$ cat src/rtl/gf2m_serial_mult_if.sv
// Operand/product handshake bundle for gf2m_serial_mult.
// master = operand producer / product consumer, slave = the multiplier.
interface gf2m_serial_mult_if #(
  parameter int M = 8
);
  logic         in_valid;
  logic         in_ready;
  logic [M-1:0] a;
  logic [M-1:0] b;
  logic         out_valid;
  logic         out_ready;
  logic [M-1:0] p;
  logic         busy;

  modport master (
    output in_valid, a, b, out_ready,
    input  in_ready, out_valid, p, busy
  );

  modport slave (
    input  in_valid, a, b, out_ready,
    output in_ready, out_valid, p, busy
  );
endinterface

$ cat src/rtl/gf2m_serial_mult.sv
// Digit-serial GF(2^M) multiplier: p = a*b mod POLY, DIGIT bits of b per
// cycle, MSB-first. Fixed, data-independent latency of M/DIGIT cycles.
// Optional build macro: GF_MULT_ZEROIZE_EN clears operand, accumulator and
// product registers on the output handshake so no residue remains.
module gf2m_serial_mult #(
  parameter int         M     = 8,
  parameter logic [M:0] POLY  = 9'h11B,
  parameter int         DIGIT = 1
) (
  input logic               clk,
  input logic               rst_n,
  gf2m_serial_mult_if.slave bus
);

  localparam int STEPS = M / DIGIT;
  localparam int CNT_W = (STEPS > 1) ? $clog2(STEPS) : 1;

  // Reject parameter sets the datapath cannot implement.
  if (M < 2 || (M % DIGIT) != 0 || POLY[M] != 1'b1) begin : g_bad_params
    $fatal(1, "gf2m_serial_mult: illegal parameters M=%0d DIGIT=%0d POLY=%0h", M, DIGIT, POLY);
  end

  typedef enum logic [1:0] {
    IDLE = 2'd0,
    RUN  = 2'd1,
    DONE = 2'd2
  } state_t;

  state_t           state;
  logic [M-1:0]     a_r;
  logic [M-1:0]     b_r;
  logic [M-1:0]     acc;
  logic [M-1:0]     p_r;
  logic [CNT_W-1:0] cnt;
  logic [M-1:0]     acc_nxt;
  logic [M-1:0]     b_nxt;

  // Multiply by x with reduction: the former combinational xtime stage.
  function automatic logic [M-1:0] xt(input logic [M-1:0] x);
    return {x[M-2:0], 1'b0} ^ (x[M-1] ? POLY[M-1:0] : '0);
  endfunction

  // One digit of Horner evaluation: DIGIT iterations of acc = x*acc + b_msb*a.
  always_comb begin
    // NOTE: every variable gets a default first so no latch is inferred.
    acc_nxt = acc;
    b_nxt   = b_r;
    for (int i = 0; i < DIGIT; i++) begin
      acc_nxt = xt(acc_nxt) ^ (b_nxt[M-1] ? a_r : '0);
      b_nxt   = {b_nxt[M-2:0], 1'b0};
    end
  end

  // Control FSM and datapath registers; no early exit keeps timing constant.
  always_ff @(posedge clk or negedge rst_n) begin
    // NOTE: these are plain registers (no memory array), so all are reset.
    if (!rst_n) begin
      state <= IDLE;
      a_r   <= '0;
      b_r   <= '0;
      acc   <= '0;
      p_r   <= '0;
      cnt   <= '0;
    end else begin
      // NOTE: non-blocking assignments so every register samples pre-edge values.
      unique case (state)
        IDLE: begin
          if (bus.in_valid) begin
            a_r   <= bus.a;
            b_r   <= bus.b;
            acc   <= '0;
            cnt   <= CNT_W'(STEPS - 1);
            state <= RUN;
          end
        end
        RUN: begin
          acc <= acc_nxt;
          b_r <= b_nxt;
          cnt <= cnt - CNT_W'(1);
          if (cnt == '0) begin
            p_r   <= acc_nxt;
            state <= DONE;
          end
        end
        DONE: begin
          if (bus.out_ready) begin
            state <= IDLE;
`ifdef GF_MULT_ZEROIZE_EN
            a_r <= '0;
            b_r <= '0;
            acc <= '0;
            p_r <= '0;
`endif
          end
        end
        default: state <= IDLE;
      endcase
    end
  end

  // Handshake outputs are pure decodes of the state register.
  assign bus.in_ready  = (state == IDLE);
  assign bus.busy      = (state != IDLE);
  assign bus.out_valid = (state == DONE);
  assign bus.p         = p_r;

endmodule

$ cat src/flat_wrapper.sv
// flat-port wrapper written by rule: the top's interface ports become plain ports
module gf2m_serial_mult_flat 
#(
  parameter int         M     = 8,
  parameter logic [M:0] POLY  = 9'h11B,
  parameter int         DIGIT = 1
)
  (clk, rst_n, bus_in_valid, bus_a, bus_b, bus_out_ready, bus_in_ready, bus_out_valid, bus_p, bus_busy);
  gf2m_serial_mult_if #(.M(M)) bus_i ();
  input logic clk;
  input logic rst_n;
  input wire logic [$bits(bus_i.in_valid)-1:0] bus_in_valid;
  input wire logic [$bits(bus_i.a)-1:0] bus_a;
  input wire logic [$bits(bus_i.b)-1:0] bus_b;
  input wire logic [$bits(bus_i.out_ready)-1:0] bus_out_ready;
  output wire logic [$bits(bus_i.in_ready)-1:0] bus_in_ready;
  output wire logic [$bits(bus_i.out_valid)-1:0] bus_out_valid;
  output wire logic [$bits(bus_i.p)-1:0] bus_p;
  output wire logic [$bits(bus_i.busy)-1:0] bus_busy;
  assign bus_i.in_valid = bus_in_valid;
  assign bus_i.a = bus_a;
  assign bus_i.b = bus_b;
  assign bus_i.out_ready = bus_out_ready;
  assign bus_in_ready = bus_i.in_ready;
  assign bus_out_valid = bus_i.out_valid;
  assign bus_p = bus_i.p;
  assign bus_busy = bus_i.busy;
  gf2m_serial_mult #(.M(M), .POLY(POLY), .DIGIT(DIGIT)) u_core (.clk(clk), .rst_n(rst_n), .bus(bus_i));
endmodule
$ cat config.mk
export PLATFORM = sky130hd
export DESIGN_NAME = gf2m_serial_mult_flat
export DESIGN_NICKNAME = d
export VERILOG_FILES = /design/src/rtl/gf2m_serial_mult_if.sv /design/src/rtl/gf2m_serial_mult.sv /design/src/flat_wrapper.sv
export SDC_FILE = /design/constraint.sdc
export NUM_CORES = 1
export LEC_CHECK = 0
export CORE_MARGIN = 10
export CORE_UTILIZATION = 52
export CTS_CLUSTER_DIAMETER = 200
export DETAILED_ROUTE_END_ITERATION = 8
export GPL_ROUTABILITY_DRIVEN = 0
export PLACE_DENSITY = 0.86
export SYNTH_ARGS = -nofsm -noshare
export SYNTH_HDL_FRONTEND = slang
export SYNTH_SLANG_ARGS = --single-unit
$ cat constraint.sdc
create_clock -name clk -period 2.1 [get_ports clk]
set_clock_uncertainty 0.15 [all_clocks]
set_input_delay 0.21 -clock clk [delete_from_list [all_inputs] [get_ports clk]]
set_output_delay 0.21 -clock clk [all_outputs]
set_load 0.01 [all_outputs]
# --- Word-level counts from Yosys, hierarchy flattened ---
# Index checks and enable logic that the tools add are counted.
totals:
  regBits: 37
  input_bits: 20
  output_inout_bits: 11
op_classes:
  n_addsub: 1
  eq_ne: 5
  mux: 12
  bitwise_logic: 2
  n_reduce_logical: 8
ops:
  columns: ["cell", "n"]
  rows:
  - ["8-bit one-hot mux with 2 select lines", 2]
  - ["8-bit 2-to-1 mux", 3]
  - ["8-bit bitwise XOR", 2]
  - ["2-bit 2-to-1 mux", 3]
  - ["2-bit one-hot mux with 3 select lines", 1]
  - ["3-bit one-hot mux with 2 select lines", 1]
  - ["2-bit AND reduction", 3]
  - ["5-bit 2-to-1 mux", 1]
  - ["2-bit != test, second input constant", 2]
  - ["2-bit nonzero test", 2]
  - ["3-bit logical NOT", 1]
  - ["3-bit 2-to-1 mux", 1]
  - ["3-bit AND reduction", 1]
  - ["3-bit by 1-bit subtractor with 3-bit output, second input constant", 1]
  - ["2-bit by 1-bit == test with 1-bit output, second input constant", 1]
  - ["2-bit == test, second input constant", 1]
  - ["2-bit logical NOT", 1]
  - ["2-bit by 1-bit != test with 1-bit output, second input constant", 1]

# --- Logic depth before layout (Yosys ltp) ---
# Gate-level depths: netlist of run 1.
depth:
  ltp_word: 4
  ltp_mapped: 7
  ltp_nobuf: 5

# --- Worst setup path before layout of run 1 ---
# No wires, ideal clock.
synth_path:
  path_kind: "reg2reg"
  from: "register u_core.state[1]"
  to: "register u_core.a_r[1]"
  setup_ps: 125
  arrival_ps: 1172
  required_ps: 1825
  path_slack_ps: 653
  path_stages_with_launch: 5
  path_buffers: 2
  period_less_slack_ps: 1447
  cell_sequence: "dfrtp_1 buf_4 nor3b_4 buf_6 mux2_4"
synth_between:
  elab_chain_len: 2
synth_lines:
  columns: ["element", "line_no", "text"]
  rows:
  - ["from (decl)", "gf2m_serial_mult.sv:29", "state_t state;"]
  - ["from (signal assigned)", "gf2m_serial_mult.sv:58", "state <= IDLE;"]
  - ["from (signal assigned)", "gf2m_serial_mult.sv:73", "state <= RUN;"]
  - ["from (signal assigned)", "gf2m_serial_mult.sv:82", "state <= DONE;"]
  - ["2-bit logical NOT", "gf2m_serial_mult.sv:66", "unique case (state)"]
  - ["2-bit AND reduction (no source line)", null, null]
  - ["to (signal assigned)", "gf2m_serial_mult.sv:69", "a_r <= bus.a;"]
  - ["to (decl)", "gf2m_serial_mult.sv:30", "logic [M-1:0] a_r;"]
# Every way passes these cells.
# A chain may end at the register's enable or synchronous reset.

# --- Final worst setup path of run 1 ---
layout_path:
  from: "register u_core.state[0]"
  to: "output bus_in_ready"
layout_between:
  elab_chain_len: 1
layout_lines:
  columns: ["element", "line_no", "text"]
  rows:
  - ["2-bit logical NOT", "gf2m_serial_mult.sv:102", "assign bus.in_ready = (state == IDLE);"]
  - ["to (decl)", "flat_wrapper.sv:16", "output wire logic [$bits(bus_i.in_ready)-1:0] bus_in_ready;"]
# Every way passes these cells.

==> results.md, run 1 <==
* Starting density of the core at 53.4%
* N_diodes at 0
* # resized after CTS at 0
* Crit Path Class: flop to output pin
* Post-synthesis async set-or-reset flop share at 100%
* Commonest register cell after synthesis: dfrtp_1
* Peak supply drop at 0.656 mV
* Min-delay worst type: input port to asynchronous set/reset pin
* Routed Antenna Nets at 0
* Leading cell type in the layout, fill and taps excluded: dfrtp_1
* Power Density at 1460 nW/µm²
* Max Cap Viol at 0
* Initial DRC count at 79
* Setup TNS at 0 ns
* Hold slack at 0.141 ns
* XOR/XNOR Fraction of Synth Area at 5.45%
* Longest Clk Path Bufs at 2
* Storage cell area at 928 µm²
* Fillers at 280
* RSZ-0062 raised after global routing: false
* Boundary Pins at 31
* Footprint of the multi-input gates at 742 µm²
* Initial antenna violation count at 0
* Worst Setup SP: u_core.state[0]$_DFFE_PN0P_
* Layout area overhead at 21.0%
* Crit. End Element: output pin
* Placed insts at 232
* Largest family of logic cells by synthesized area: simple AND/OR/NAND/NOR gates
* Reg clk slew, reported paths at 0.10 ns
* R2R Setup Slk at 0.47 ns
* Worst Tran Pin Value at 0.618 ns
* CP endpoint: bus_in_ready
* Post-Synthesis Net Count at 184
* Gr usage total at 12.8%
* Power consumption at 0.00312 W
* Total gr overflow at 0
* First-pass GRT wire length at between 6000 and 7000 µm
* Final Critical Period at 1.96 ns
* EDFF count, synth at 0
* Placed Area at 2080 µm²
* HPWL after detailed placement at 2800 µm
* CTS sink cnt at 37
* Synth unique cells at 30
* Outcome: completed
* Chip height at 78.3 µm
* Layout Nets at 215
* Via count at 1259
* Reg2reg start: u_core.state[1]$_DFFE_PN0P_
* Register area share after synthesis at between 50% and 60%
* Yosys warns at 0
* Post-Route WL at between 3000 and 4000 µm
* Synthesis-stage register bit count at 37
* Die footprint at 6130 µm²
* Clk Tree Root Cell: clkbuf_4
* Hold buffers post-CTS at 0
* Number of global-route vias before repair at roughly 1300
* Crit-path max cell delay at 0.57 ns
* Slew HR at 58.8%
* Tcrit/Tclk final at 93.3%
* WP data arrival at 1.60 ns
* RR Endpoint: u_core.acc[4]$_DFFE_PN0P_
* Num CTS Buffers at 5
* Crit path max fanout at 9
* Commonest cells after routing, fill and taps aside: 35 x dfrtp_1, 33 x nand2_1, 30 x clkdlybuf4s50_1
* CP Data Required Time at 1.74 ns
* Maximum clock rate at approximately 510 MHz
* Slowest-stage cell, CP: clkdlybuf4s50_1
* Clock Latency Late Sink at 0.33 ns
* First-pass iteration count of the detailed router at 5
* Vias per cell at 5.27
* Port bufs at 30
* Routed WL per cell at ~15 µm
* Reg2reg path depth at 3
* Cell row count at 21
* Synth top area cells: dfrtp_1 52%, nand2_1 7.0%, mux2_4 5.9%, a221o_1 3.4%, o21ai_1 3.4%
* Final Hold Viols at 0
* Simple logic cell fraction of the synthesized area at 14.6%
* # Post-CTS Setup Buffers at 0
* Cell area after synthesis at 1770 µm²
* Mux cell area share after synthesis at 6.58%
* Avg Inst Size Synth at 10.9 µm²
* Setup Viol. Count Final at 0
* Crit path cell chain: nor2_1, clkdlybuf4s50_1
* H-tree depth at 2
* Compound-Gate Fraction of Synth Area at 13.9%
* Slew Limit Fails at 0
* Fin cells at 239
* Top-area cell type share of the netlist area at 52.4%
* Pin count of the biggest net entering global routing at 38
* Die Wd at 78.3 µm
* Crit path launch type: flop
* Synth area leader: dfrtp_1
* Layout cells sized above 1 at 14.0%
* Design area at 2140 µm²
* Core Footprint at around 3300 µm²
* Post-synthesis adder-cell area fraction at approximately 1.4%
* TritonCTS clock tree: done
* Syn Inst Count at around 160
* Lkg Pwr at 0.932 nW
* Remaining DRCs at 0
[per-stage QoR]
step / worst slack [ns] / util, %
after floorplan: 0.653 / -
after global placement: 0.327 / 62.9
after detailed placement: 0.290 / 62.9
after CTS: 0.0618 / 64.6
after global routing: 0.0326 / 64.6
final: 0.140 / 64.6
[power by group]
group          switching (W)  internal [W]
clock network       0.000209      0.000158
registers           0.000278       0.00105
logic               0.000676      0.000745
total                0.00116       0.00195
[synth_stat cells (4+ instances only)]
cell       n
o21ai_0    4
a221o_1    6
xnor2_1    6
o21ai_1   12
buf_6      4
dfrtp_1   37
buf_2      5
xor2_1     5
mux2_4     7
nand2_1   33
nand2b_1   8
inv_1      5
o22ai_1    8
[state kept, by name, indices dropped and copies added (netlist names)]
register and cells:
u_core.state 2, u_core.bus.p 8, u_core.a_r 8, u_core.cnt 3, u_core.b_r 8, u_core.acc 8
[kinds of logic (layout without fill, tap and decap cells)]
| logic type | Yosys count | after routing |
|---|---|---|
| buffers and inverters | 16 | 47 |
| adders and majority gates | 2 | 2 |
| AOI/OAI and AO/OA | 37 | 37 |
| and+or+nand+nor | 51 | 51 |
| xor gates and xnor gates | 11 | 11 |
| DFF | 37 | 37 |
| muxes | 8 | 8 |
[critical path, delay by kind of cell (launching register included)]
kind / cells / cell delay [ns]
flops: 1 / 0.50
buf+inv: 1 / 0.57
simple gates: 1 / 0.20
[worst min-delay path by stage]
stage | start | endpoint | slack [ns] | depth (start not counted)
5_1_grt | rst_n | u_core.b_r[6]$_DFFE_PN0P_ | 0.16 | 2
3_3_place_gp | u_core.cnt[0]$_DFFE_PN0P_ | u_core.cnt[0]$_DFFE_PN0P_ | 0.31 | 1
2_1_floorplan | rst_n | u_core.a_r[0]$_DFFE_PN0P_ | -0.24 | 0
3_5_place_dp | u_core.bus.p[3]$_DFFE_PN0P_ | u_core.bus.p[3]$_DFFE_PN0P_ | 0.32 | 2
4_1_cts | rst_n | u_core.cnt[2]$_DFFE_PN0P_ | 0.15 | 2
6_report | rst_n | u_core.cnt[2]$_DFFE_PN0P_ | 0.14 | 2
[final cells by class]
cell class,count,share of cell area (%)
Sequential cell,37,43.4
Multi-Input combinational cell,109,34.7
Timing Repair Buffer,35,15.8
Tap cell,46,2.69
Clock buffer,7,2.57
Inverter,5,0.877
[per-layer routing]
layer  global-route usage (%)  up-vias  part of all wire, %  routed length, µm
met3                     4.78        9                  6.7                243
met2                     20.6       43                   50               1810
li1                         -      616                    -                  -
met4                     5.56        0                  2.0                 72
met5                        0        -                    0                  0
met1                     14.8      591                   42               1520
Note: power is estimated with default switching activity, not from simulation.
==> run 2, diff against run 1 <==
--- a/config.mk
+++ b/config.mk
@@ -7,7 +7,7 @@
 export LEC_CHECK = 0
 export CORE_MARGIN = 10
 export CORE_UTILIZATION = 52
-export CTS_CLUSTER_DIAMETER = 200
+export CTS_CLUSTER_DIAMETER = 50
 export DETAILED_ROUTE_END_ITERATION = 8
 export GPL_ROUTABILITY_DRIVEN = 0
 export PLACE_DENSITY = 0.86
==> results of run 2 <==
Same layout as run 1: the final DEF is identical, and so are final timing and power.
==> run 3, diff against run 2 <==
--- a/config.mk
+++ b/config.mk
@@ -14,3 +14,4 @@
 export SYNTH_ARGS = -nofsm -noshare
 export SYNTH_HDL_FRONTEND = slang
 export SYNTH_SLANG_ARGS = --single-unit
+export TNS_END_PERCENT = 10
==> results of run 3 <==
Same layout as run 1: the final DEF is identical, and so are final timing and power.
